==> config.mk <==
export PLATFORM = sky130hd
export DESIGN_NAME = rssi_decision
export DESIGN_NICKNAME = d
export VERILOG_FILES = /design/src/rtl/rssi_decision.sv
export SDC_FILE = /design/constraint.sdc
export NUM_CORES = 1
export LEC_CHECK = 0
export CAP_MARGIN = 20
export CORE_MARGIN = 2
export CORE_UTILIZATION = 50
export DETAILED_ROUTE_END_ITERATION = 6
export PLACE_DENSITY = 0.84
export SYNTH_ARGS = -nofsm -noshare
export SYNTH_HDL_FRONTEND = slang
export SYNTH_SLANG_ARGS = --single-unit
==> constraint.sdc <==
create_clock -name clk_h -period 6.15 [get_ports clk_h]
set_input_delay 0.9225 -clock clk_h [delete_from_list [all_inputs] [get_ports clk_h]]
set_output_delay 0.9225 -clock clk_h [all_outputs]
set_load 0.1 [all_outputs]
==> src/rtl/rssi_decision.sv <==
// RSSI anomaly decision: compares a sign-magnitude sample against its EWMA baseline,
// tracks consecutive anomalies and raises a sticky intrusion alarm.
module rssi_decision (
  input  logic        clk_h,
  input  logic        rst_h,
  input  logic        EnableDecision,
  input  logic [31:0] rssi,
  input  logic [31:0] ewma_rssi,
  input  logic [30:0] threshold,
  input  logic [3:0]  alarm_limit,
  input  logic        clear_alarm,
  output logic        busy,
  output logic        decision_valid,
  output logic        anomaly,
  output logic [30:0] deviation,
  output logic [3:0]  anomaly_count,
  output logic        alarm,
  output logic        overrun
);

  // state   | meaning
  // IDLE    | waiting for EnableDecision, operands free to be latched
  // DIFF    | signed subtract, absolute value, saturate
  // COMPARE | deviation vs threshold -> anomaly candidate
  // REPORT  | publish result, update count/alarm
  typedef enum logic [1:0] {S_IDLE, S_DIFF, S_COMPARE, S_REPORT} state_t;

  state_t      state_q, state_d;
  logic [31:0] rssi_lat_q, rssi_lat_d;
  logic [31:0] ewma_lat_q, ewma_lat_d;
  logic [30:0] diff_q, diff_d;
  logic        cand_q, cand_d;
  logic        valid_q, valid_d;
  logic        anomaly_q, anomaly_d;
  logic [30:0] deviation_q, deviation_d;
  logic [3:0]  count_q, count_d;
  logic        alarm_q, alarm_d;
  logic        overrun_q, overrun_d;

  logic [32:0] rssi_s, ewma_s, sub_s, abs_s;
  logic [30:0] dev_sat;
  logic [3:0]  count_next;

  // Two's complement in 33 bits; the true difference always fits, so modular
  // arithmetic gives the exact signed result. Negative zero maps to 0 naturally.
  assign rssi_s  = rssi_lat_q[31] ? (33'd0 - {2'b00, rssi_lat_q[30:0]}) : {2'b00, rssi_lat_q[30:0]};
  assign ewma_s  = ewma_lat_q[31] ? (33'd0 - {2'b00, ewma_lat_q[30:0]}) : {2'b00, ewma_lat_q[30:0]};
  assign sub_s   = rssi_s - ewma_s;
  assign abs_s   = sub_s[32] ? (33'd0 - sub_s) : sub_s;
  assign dev_sat = (abs_s[32:31] != 2'b00) ? 31'h7FFF_FFFF : abs_s[30:0];

  assign count_next = cand_q ? ((count_q == 4'hF) ? 4'hF : count_q + 4'd1) : 4'd0;

  always_comb begin
    state_d     = state_q;
    rssi_lat_d  = rssi_lat_q;
    ewma_lat_d  = ewma_lat_q;
    diff_d      = diff_q;
    cand_d      = cand_q;
    valid_d     = 1'b0;
    anomaly_d   = anomaly_q;
    deviation_d = deviation_q;
    count_d     = count_q;
    alarm_d     = alarm_q;
    overrun_d   = overrun_q;

    case (state_q)
      S_IDLE: begin
        if (EnableDecision) begin
          rssi_lat_d = rssi;
          ewma_lat_d = ewma_rssi;
          state_d    = S_DIFF;
        end
      end
      S_DIFF: begin
        diff_d  = dev_sat;
        state_d = S_COMPARE;
      end
      S_COMPARE: begin
        cand_d  = (diff_q > threshold);
        state_d = S_REPORT;
      end
      S_REPORT: begin
        valid_d     = 1'b1;
        anomaly_d   = cand_q;
        deviation_d = diff_q;
        count_d     = count_next;
        if ((alarm_limit != 4'd0) && (count_next >= alarm_limit)) alarm_d = 1'b1;
        state_d     = S_IDLE;
      end
      default: state_d = S_IDLE;
    endcase

    if (EnableDecision && (state_q != S_IDLE)) overrun_d = 1'b1;

    // Clear overrides any set/increment made above in the same cycle.
    if (clear_alarm) begin
      alarm_d   = 1'b0;
      count_d   = 4'd0;
      overrun_d = 1'b0;
    end
  end

  always_ff @(posedge clk_h or negedge rst_h) begin
    if (!rst_h) begin
      state_q     <= S_IDLE;
      rssi_lat_q  <= '0;
      ewma_lat_q  <= '0;
      diff_q      <= '0;
      cand_q      <= 1'b0;
      valid_q     <= 1'b0;
      anomaly_q   <= 1'b0;
      deviation_q <= '0;
      count_q     <= '0;
      alarm_q     <= 1'b0;
      overrun_q   <= 1'b0;
    end else begin
      state_q     <= state_d;
      rssi_lat_q  <= rssi_lat_d;
      ewma_lat_q  <= ewma_lat_d;
      diff_q      <= diff_d;
      cand_q      <= cand_d;
      valid_q     <= valid_d;
      anomaly_q   <= anomaly_d;
      deviation_q <= deviation_d;
      count_q     <= count_d;
      alarm_q     <= alarm_d;
      overrun_q   <= overrun_d;
    end
  end

  assign busy           = (state_q != S_IDLE);
  assign decision_valid = valid_q;
  assign anomaly        = anomaly_q;
  assign deviation      = deviation_q;
  assign anomaly_count  = count_q;
  assign alarm          = alarm_q;
  assign overrun        = overrun_q;

endmodule

==> impl_metrics.py, run 1 <==
metrics = {
    "setup_path": {
        "required_ps": 6440,
        "worstSetupStartpointType": "flop",
        "r2r-start": "ewma_lat_q[3]",
        "r2r_slack_ps": 220,
        "crit_chain": "or4_4 -> or3_4 -> or4_4 -> or3_4 -> or3_4 -> or3_4 -> o21ai_2 -> xor2_1 -> ha_1 -> a21oi_1 -> o21ai_0 -> or3_1 -> o211ai_1 -> a311oi_2 -> a21oi_2 -> nand3b_1 -> nor4_2 -> mux2i_1 -> bufbuf_16 -> o21ai_0",
        "path_buf_inv": 1,
        "r2r-end": "diff_q[16]",
        "critical-path-max-stage-delay_ps": 540,
        "cp.arrival_ps": 6220,
        "rr_worst_depth": 20,
        "worst-path-max-fanout": 31,
        "timing_worst_setup_path_type": "flop to flop",
        "crit_slowest_cell": "or4_4",
        "crit_family": "simple AND/OR/NAND/NOR gates",
        "crit_top_cell": "or3_4",
        "setup.worst_path.end_class": "flop",
    },
    "route": {
        "ant_nets": 0,
        "dr.pass1.iters": 5,
        "vias": 9128,
        "drt_iter0_drc": 653,
        "routedWlPerCell_um": 16.8,
        "avgViaCountPerCell": 5.93,
        "drt_wl_total_um": 25900,
        "drc": 0,
    },
    "placement": {
        "place.port_buffers": 142,
        "dpl_cell_area_mm2": 0.0122,
        "dp_hpwl_um": 19400,
        "gp_congestion": 0.930,
        "dpl.cell_count": 1505,
    },
    "grt": {
        "grt_pass1_vias": 8620,
        "grt_first_pass_wirelength_um": 42700,
        "grt_max_degree": 75,
        "track_usage": 0.237,
        "grt_overflow": 0,
        "antenna_found_initial": 0,
    },
    "clock_network": {
        "clkTransAtPathRegs_ps": 70,
        "insertion_delay_ps": 430,
        "cts_buffers": 17,
        "clkSinkCount": 137,
        "cts_root_buffer": "clkbuf_16",
        "h-tree-depth": 4,
        "clockBufferDepth": 2,
        "cts_tree": "yes",
    },
    "min_path": {
        "holdCritPathClass": "flop to flop",
        "hold_depth": 2,
        "min_to": "alarm",
        "hp-start": "alarm",
    },
    "timing": {
        "slew_viol_final": 0,
        "setup_viol": 0,
        "layout_worst_path_cycle_share": 0.964,
        "clock_skew_ps": 9.00,
        "max_freq_ghz": 0.169,
        "layout_min_cycle_time_ps": 5930,
        "hold-worst-slack_ps": 493,
        "slew_headroom": 0.321,
        "finalHoldViolCount": 0,
        "worst_pin_slew_ps": 1020,
    },
    "cells_and_area": {
        "diodes": 0,
        "final_area_mm2": 0.0129,
        "finalNetCount": 1438,
        "layout-drive-gt1-share": 0.157,
        "layout.cells.non_filler": 1540,
        "utilization": 0.636,
        "syn2layout_area_growth_pct": 23.7,
    },
    "synthesis": {
        "ys_seq_area_frac": 0.328,
        "synth_seq_cells": 137,
        "synthTopCellsByCount": "137 x dfrtp_1, 97 x mux2_2, 86 x o21ai_0",
        "ys_types": 71,
        "synth_nets": 1304,
        "synth_cells": 1125,
        "synth-async-reset-ratio": 1.00,
        "synth.most_common_cell": "dfrtp_1",
        "synthFlopType": "dfrtp_1",
        "synth.cell_area_mm2": 0.0105,
        "synth_top_area_frac": 0.328,
        "synth_top_cell_by_area": "dfrtp_1",
        "synth_area_per_cell_um2": 9.30,
        "ys_warn_count": 0,
        "synth_edf_count": 0,
        "synthTopCellsByArea": "dfrtp_1 33%, mux2_2 10%, ha_1 9.0%, xnor2_1 4.6%, o21ai_0 4.1%",
    },
    "run_status": {
        "status": "finished, final reports clean",
    },
    "die": {
        "core_mm2": 0.0204,
        "die_x_um": 149,
        "row_count": 52,
        "initial_core_util": 0.514,
        "io_pins": 143,
        "die_area_mm2": 0.0221,
        "die_height_um": 149,
    },
    "flow_run": {
        "maxCapViolCount": 0,
    },
}
[through the flow]
| step | setup WS [ps] | setup TNS (ps) |
|---|---|---|
| 2_1_floorplan | 572 | 0 |
| 3_3_place_gp | 372 | 0 |
| 3_5_place_dp | 163 | 0 |
| 4_1_cts | 15.8 | 0 |
| 5_1_grt | -103 | -2050 |
| 6_report | 223 | 0 |
[kinds of logic (layout without fill, tap and decap cells)]
group,Yosys count,in the layout,synth area share
AOI/OAI and AO/OA,303,303,0.190
xor gates and xnor gates,97,97,0.0812
adders and majority gates,76,76,0.0916
buffers and inverters,103,248,0.0375
DFF,137,137,0.328
muxes,120,120,0.126
and+or+nand+nor,289,289,0.146
[registers in the layout, indices dropped and copies added (netlist names), 2 cells and up]
signal         flops
anomaly_count      4
deviation         31
diff_q            31
ewma_lat_q        32
rssi_lat_q        32
state_q            2
[per-layer routing]
metal	track usage	share of wire	up-vias	routed length (µm)
li1	-	-	4429	-
met1	0.329	0.46	4339	11900
met2	0.387	0.47	328	12100
met3	0.0325	0.059	32	1520
met4	0.0695	0.014	0	374
met5	0	0	-	0
[cell type report]
class                           count  area [µm²]
Clock inverter                     13         145
Sequential cell                   137        3430
Multi-Input combinational cell    885        6780
Inverter                           56         210
Fill cell                        1626        7420
Timing Repair Buffer              162        1620
Tap cell                          270         338
Clock buffer                       17         425
[tightest hold or removal path: stages, from the launching register on]
cell     delay, ps
dfrtp_1        340
nor2_1          50
nor2_1          70
[cells in the final DEF, fill, tap and decap left out, types with 14 or more instances in the layout]
master           count
nor3_1              18
xor2_1              42
nand2_1             76
clkdlybuf4s50_1    141
o21a_1              14
dfrtp_1            137
ha_1                71
buf_4               17
o31ai_1             19
nand4_1             17
or3_1               15
nor2_1              48
inv_1               56
a21o_1              22
nand3_1             26
a21oi_1             57
mux2_2              97
xnor2_1             54
mux2i_1             23
clkbuf_16           17
o21ai_0             80
[repair_timing]
action / in CTS / in global routing
endpoints found under the setup margin: 0 / 31
hold buffers: 0 / 0
setup buffers: 0 / 4
resized for setup: 0 / 32
[how the worst max path moves through the flow]
stage	depth (start not counted)	slack, ps	endpoint	from
floorplan	22	570	diff_q[22]	rssi_lat_q[0]
global placement	22	370	diff_q[26]	rssi_lat_q[0]
detailed placement	22	160	diff_q[16]	rssi_lat_q[0]
CTS	21	20	diff_q[16]	rssi_lat_q[0]
global route	20	-100	diff_q[14]	rssi_lat_q[1]
finish	20	220	diff_q[16]	ewma_lat_q[3]
Power of run 1 is not shown: default switching activity piles up to over one toggle a cycle in this logic, so the estimate is an artifact.
==> inputs of run 2 (changes only) <==
--- a/config.mk
+++ b/config.mk
@@ -10,6 +10,7 @@
 export CORE_UTILIZATION = 50
 export DETAILED_ROUTE_END_ITERATION = 6
 export PLACE_DENSITY = 0.84
+export SKIP_LAST_GASP = 1
 export SYNTH_ARGS = -nofsm -noshare
 export SYNTH_HDL_FRONTEND = slang
 export SYNTH_SLANG_ARGS = --single-unit
==> results of run 2 <==
Final layout, timing and power as in run 1 (identical DEF).
Power of run 2 is left out for the same reason.
